<file path="config.mk">
export PLATFORM = sky130hd
export DESIGN_NAME = instr_fetch_buffer
export DESIGN_NICKNAME = d
export VERILOG_FILES = /design/src/rtl/instr_fetch_buffer.sv
export SDC_FILE = /design/constraint.sdc
export NUM_CORES = 1
export LEC_CHECK = 0
export CAP_MARGIN = 30
export CORE_UTILIZATION = 30
export CTS_CLUSTER_DIAMETER = 100
export DETAILED_ROUTE_END_ITERATION = 12
export PLACE_DENSITY = 0.48
export SLEW_MARGIN = 20
export SYNTH_ARGS = -nofsm -noshare
export SYNTH_HDL_FRONTEND = slang
export SYNTH_SLANG_ARGS = --single-unit
</file>
<file path="constraint.sdc">
create_clock -name clk -period 4.82 [get_ports clk]
set_input_delay 0.964 -clock clk [delete_from_list [all_inputs] [get_ports clk]]
set_output_delay 0.964 -clock clk [all_outputs]
set_load 0.02 [all_outputs]
</file>
<file path="src/rtl/instr_fetch_buffer.sv">
// Instruction store and sequencer: captures DMA instruction writes, then streams
// them in address order over valid/ready until a HALT opcode or program end.
module instr_fetch_buffer #(
  parameter int unsigned DEPTH       = 32,
  parameter int unsigned ADDR_W      = 5,
  parameter int unsigned INSTR_W     = 32,
  parameter logic [7:0]  HALT_OPCODE = 8'hFF
) (
  input  logic                clk,
  input  logic                rst_n,
  input  logic                instr_wr_en_i,
  input  logic [ADDR_W-1:0]   instr_wr_addr_i,
  input  logic [INSTR_W-1:0]  instr_wr_data_i,
  input  logic                clear_prog_i,
  input  logic                start_execution_i,
  output logic                instr_valid_o,
  input  logic                instr_ready_i,
  output logic [INSTR_W-1:0]  instr_data_o,
  output logic [ADDR_W-1:0]   instr_pc_o,
  output logic                exec_busy_o,
  output logic                exec_done_o,
  output logic                wr_reject_o,
  output logic [ADDR_W:0]     prog_len_o
);

  typedef enum logic [1:0] {
    S_IDLE    = 2'd0,
    S_FETCH   = 2'd1,
    S_PRESENT = 2'd2,
    S_DONE    = 2'd3
  } state_e;

  state_e               state_q;
  logic [INSTR_W-1:0]   mem [DEPTH];
  logic [ADDR_W:0]      pc_q;
  logic [ADDR_W:0]      prog_len_q;
  logic [ADDR_W:0]      prog_len_d;
  logic [ADDR_W:0]      wr_len;
  logic [ADDR_W:0]      len_base;
  logic [INSTR_W-1:0]   data_q;
  logic [INSTR_W-1:0]   rd_word;
  logic                 valid_q;
  logic                 busy_q;
  logic                 done_q;
  logic                 reject_q;
  logic                 wr_ok;

  assign wr_ok = (state_q == S_IDLE) || (state_q == S_DONE);

  // Clear applies before a same-cycle write, so the write defines the new length.
  always_comb begin
    len_base   = clear_prog_i ? '0 : prog_len_q;
    wr_len     = {1'b0, instr_wr_addr_i} + (ADDR_W+1)'(1);
    prog_len_d = prog_len_q;
    if (wr_ok) begin
      if (instr_wr_en_i) begin
        prog_len_d = (wr_len > len_base) ? wr_len : len_base;
      end else if (clear_prog_i) begin
        prog_len_d = '0;
      end
    end
  end

  assign rd_word = mem[pc_q[ADDR_W-1:0]];

  // Instruction RAM; contents survive reset, only prog_len marks validity.
  always_ff @(posedge clk) begin
    if (rst_n && instr_wr_en_i && wr_ok) begin
      mem[instr_wr_addr_i] <= instr_wr_data_i;
    end
  end

  // pc is one bit wider than the RAM address so pc == prog_len == DEPTH ends the run.
  always_ff @(posedge clk) begin
    if (!rst_n) begin
      state_q    <= S_IDLE;
      pc_q       <= '0;
      prog_len_q <= '0;
      data_q     <= '0;
      valid_q    <= 1'b0;
      busy_q     <= 1'b0;
      done_q     <= 1'b0;
      reject_q   <= 1'b0;
    end else begin
      done_q     <= 1'b0;
      reject_q   <= instr_wr_en_i && !wr_ok;
      prog_len_q <= prog_len_d;
      case (state_q)
        S_IDLE: begin
          if (start_execution_i) begin
            state_q <= S_FETCH;
            pc_q    <= '0;
            busy_q  <= 1'b1;
          end
        end
        S_FETCH: begin
          if (pc_q == prog_len_q) begin
            state_q <= S_DONE;
            done_q  <= 1'b1;
            busy_q  <= 1'b0;
          end else begin
            data_q  <= rd_word;
            valid_q <= (rd_word[INSTR_W-1 -: 8] != HALT_OPCODE);
            state_q <= S_PRESENT;
          end
        end
        S_PRESENT: begin
          if (data_q[INSTR_W-1 -: 8] == HALT_OPCODE) begin
            state_q <= S_DONE;
            valid_q <= 1'b0;
            done_q  <= 1'b1;
            busy_q  <= 1'b0;
          end else if (valid_q && instr_ready_i) begin
            valid_q <= 1'b0;
            pc_q    <= pc_q + (ADDR_W+1)'(1);
            state_q <= S_FETCH;
          end
        end
        default: begin
          state_q <= S_IDLE;
        end
      endcase
    end
  end

  assign instr_valid_o = valid_q;
  assign instr_data_o  = data_q;
  assign instr_pc_o    = pc_q[ADDR_W-1:0];
  assign exec_busy_o   = busy_q;
  assign exec_done_o   = done_q;
  assign wr_reject_o   = reject_q;
  assign prog_len_o    = prog_len_q;

endmodule
</file>
Word level (Yosys, flattened, before mapping)
Memory sizes are Yosys's and may differ from the RTL's. A register that Yosys moved wholly into a read port is not among the register bits.
Cells that the tools add are included.
Word-level totals
  RAM bits: 1024
  memory bits (read-only): 0
  bits in registers: 50
  word-level logic and storage cells: 68
  memories: 1
  bits of input ports: 43
  latch bits: 0
  output and inout bits: 47
Memories
  mem: words 32, bits a word 32, rd ports 1, clocked after Yosys merged registers in 1, wr ports 1, RTL line 34  | logic [INSTR_W-1:0] mem [DEPTH];
Operators by class
  multipliers: 0
  equality and inequality tests: 13
  $add $sub $neg: 2
  order comparisons: 1
  div/mod/pow operators: 0
  multiplexer cells: 27
  bitwise gates (word level): 1
  shift operators: 0
  reductions and logical operators: 15
Operators with widths (number)
  $mux W6: 6
  $ne A2 B2 Y1 const B: 6
  $pmux W6 S2: 1
  $mux W1: 11
  $mux W5: 2
  $eq A8 B8 Y1 const B: 1
  $ne A8 B8 Y1 const B: 1
  $reduce_and A4 Y1: 2
  $add A5 B1 Y6 const B: 1
  $add A6 B1 Y6 const B: 1
  $eq A6 B6 Y1: 1
  $gt A6 B6 Y1: 1
  $mux W2: 3
  $pmux W2 S3: 1
  $eq A2 B2 Y1 const B: 2
  $logic_and A1 B1 Y1: 4
  $pmux W1 S2: 2
  $reduce_and A2 Y1: 2
  $reduce_bool A2 Y1: 2
  $ne A3 B3 Y1 const B: 1
  $pmux W1 S3: 1
  $reduce_and A3 Y1: 1
  $reduce_bool A3 Y1: 1
  $eq A2 B1 Y1 const B: 1
  4 further kinds: 4

Logic depth before layout (Yosys ltp)
  depth after elaboration: 6
  gate-level depth with buffers: 10
  gate-level depth less buffers: 10

Worst setup path after synthesis
Ideal clock, no wire load.
  kind: input-to-reg
  from: in instr_wr_addr_i[3]
  to: mem mem[10][0], enable pin
  cell stages on the path: 3
  data arrival time: 3098 ps
  path slack: 1301 ps
  library setup time: 421 ps
  buffers on the path: 1
  required time: 4399 ps
  cells stage by stage: clkbuf_1 or3b_2 nor2_1
RTL lines
  start: declaration: RTL line 12  | input logic [ADDR_W-1:0] instr_wr_addr_i,
  end: declaration: RTL line 34
No word-level cell before the write port.

==> metrics.md <==
| Metric | Value |
|---|---|
| Status | finished clean |
| Htree depth | 3 |
| Avg Inst Size Synth | 22.5 um^2 |
| GRT Residual Overflow | 0 |
| Starting Density | 0.302 |
| Setup slack after layout | 1390 ps |
| Skew final | 20.2 ps |
| PortBufs | 89 |
| Leak | 15.1 nW |
| Post-DRT Antenna Nets | 0 |
| Tot GR Track Use | 0.152 |
| Max-slew violation count | 0 |
| Synth top area share | 0.738 |
| Post-CTS resize count | 0 |
| Wirelength per Cell | 27.0 um |
| Detailed placement HPWL | 63,000 um |
| Die Span X | 375 um |
| Data arrival time of the critical path | 4020 ps |
| DIE HEIGHT | 375 um |
| CTS root buffer | clkbuf_16 |
| Initial antenna violation count | 4 |
| Most frequent CP cell | mux4_2 |
| DRC viols | 0 |
| Final setup viols | 0 |
| Cells after synthesis | 1,852 |
| Area contributors post-synth | edfxtp_1, mux4_2, dfxtp_1, mux2i_1, buf_6 |
| Syn Nets | 1,911 |
| Mapped Area | 41,600 um^2 |
| Min Clock Period, post-route | 3430 ps |
| Post-synth EDFFs | 1,024 |
| FF+latch count, synth | 1,079 |
| DP Worst Slack | 865 ps |
| CP Cell Sequence | buf_16 > buf_12 > mux4_2 > mux4_2 > mux2i_1 > nand2_1 > o211a_1 |
| Max VDD drop | 289 uV |
| Endpoint class of the critical path | flip-flop |
| Initial DRC count | 1,809 |
| Critical path's slowest cell | dfxtp_4 |
| Clock Sinks | 1,079 |
| Largest area contributor in the netlist | edfxtp_1 |
| Number of global-route vias before repair | 20,618 |
| Final Hold Viols | 0 |
| Power Density | 475 nW/um^2 |
| Nets | 2,121 |
| Relative slew slack | 0.369 |
| Cell variety after synth | 48 |
| Pin count of the biggest net entering global routing | 61 |
| Critical path's largest stage delay | 640 ps |
| CTS tree | yes |
| Final instance area | 49,100 um^2 |
| Clock-pin slew of the registers on the worst-case setup and hold paths | 60 ps |
| Top achievable clock speed | 291 MHz |
| Core Area | 138,000 um^2 |
| Post-synthesis sequential area ratio | 0.765 |
| CP top delay family | multiplexers |
| Wire length of the first global-routing pass | 153,000 um |
| Ports | 90 |
| Share of layout cells above drive strength 1 | 0.284 |
| Via count | 19,597 |
| Cts hold-fix bufs | 0 |
| Synth async-reset ratio | 0 |
| Via/cell ratio | 4.96 |
| Critical path class | reg2reg |
| Top-count cell post-synth | edfxtp_1 |
| Placer's final routability congestion estimate | 0.776 |
| Number of buffers created by CTS | 110 |
| Buf/Inv on CP | 2 |
| Setup repair after global routing missed its margin | no |
| Worst-margin pin slew | 947 ps |
| Clk buf depth | 3 |
| Setup_tns | 0 ps |
| CP max FO | 51 |
| Latest clock arrival within the worst-skew pair | 700 ps |
| Final period util | 0.712 |
| Hold Path Class | reg2reg |
| Top cell types by occurrence after synthesis | edfxtp_1, mux4_2, nor2_1 |
| Row count | 136 |
| Critical path data required time | 5410 ps |
| Top FF cell, synth | edfxtp_1 |
| DRT Pass-1 Iters | 5 |
| YS warnings | 0 |
| DP Area | 45,500 um^2 |
| Critical Path Source Type | flip-flop |
| Max-cap violation count | 0 |
| Fin Hold WS | 500 ps |
| Layout area overhead | 17.9% |
| DRT Wirelength | 107,000 um |
| Die area | 140,000 um^2 |
| Post-CTS Setup Bufs | 0 |
-- state kept, by name, indices dropped and copies added (netlist names), named ones only --
register       cells
mem             1024
instr_data_o      32
pc_q               6
prog_len_o         6
state_q            2
exec_busy_o        1
exec_done_o        1
instr_valid_o      1
wr_reject_o        1
-- placed cells by master, fill, tap and decap left out, types with 4 or more instances in the layout --
cell / count
a21oi_1: 6
a22oi_1: 20
a31oi_1: 4
buf_12: 11
buf_2: 9
buf_4: 77
buf_8: 17
bufinv_16: 7
clkbuf_1: 21
clkbuf_16: 115
clkbuf_8: 10
clkdlybuf4s50_1: 81
clkinv_1: 28
clkinv_2: 20
dfxtp_1: 51
dfxtp_4: 4
edfxtp_1: 1024
ha_1: 16
inv_1: 8
mux2_2: 4
mux2i_1: 62
mux4_2: 292
nand2_1: 57
nand2b_1: 7
nand3_1: 18
nand3b_1: 4
nand4_1: 6
nor2_1: 31
nor2_4: 32
nor2b_1: 13
nor3b_1: 4
o211a_1: 26
o211ai_1: 4
o21a_1: 6
o21ai_0: 10
xnor2_1: 5
xor2_1: 9
-- stage by stage --
stage               std cells  power (W)  utilization
detailed placement       3738     0.0152        0.330
finish                   3952     0.0233        0.357
floorplan                1852     0.0138            -
global route             3951     0.0242        0.357
global placement         3723     0.0151        0.329
CTS                      3944     0.0236        0.356
-- final cells by class --
type / count / area (um^2)
Antenna cell: 2 / 5.00
Clock buffer: 146 / 3090
Clock inverter: 60 / 465
Fill cell: 12583 / 88600
Inverter: 9 / 36.3
Multi-Input combinational cell: 664 / 9390
Sequential cell: 1079 / 31900
Tap cell: 1794 / 2240
Timing Repair Buffer: 198 / 1980
-- worst paths after layout --
path                            slack [ps]            start                to  cells after the start
worst max-delay path                  1390        flip-flop  instr_data_o[10]                      7
worst min-delay path                   500  instr_data_o[0]   instr_data_o[0]                      1
worst max register to register        1390        flip-flop  instr_data_o[10]                      7
worst min register to register         500  instr_data_o[0]   instr_data_o[0]                      1
-- metal layers --
metal | GRT usage | wire [um] | vias up
li1 | - | - | 8235
met1 | 0.215 | 48300 | 10676
met2 | 0.242 | 50800 | 559
met3 | 0.0301 | 5730 | 127
met4 | 0.0350 | 1990 | 0
met5 | 0 | 0 | -
-- power breakdown --
| part | internal, W | leakage [nW] | switching [W] |
|---|---|---|---|
| Clock | 0.00486 | 1.76 | 0.00353 |
| Combinational | 0.00215 | 3.68 | 0.00213 |
| Sequential | 0.0104 | 9.66 | 0.000209 |
| Total | 0.0175 | 15.1 | 0.00587 |
-- logic make-up after synthesis --
group | synth area share
AO/OA/AOI/OAI | 0.0178
XOR/XNOR | 0.00294
adder cells (fa/ha/maj) | 0.00481
buffers and inverters | 0.0156
flip-flops | 0.765
multiplexers | 0.174
AND/OR/NAND/NOR | 0.0200
No activity file was read; power rests on OpenSTA's default activity.
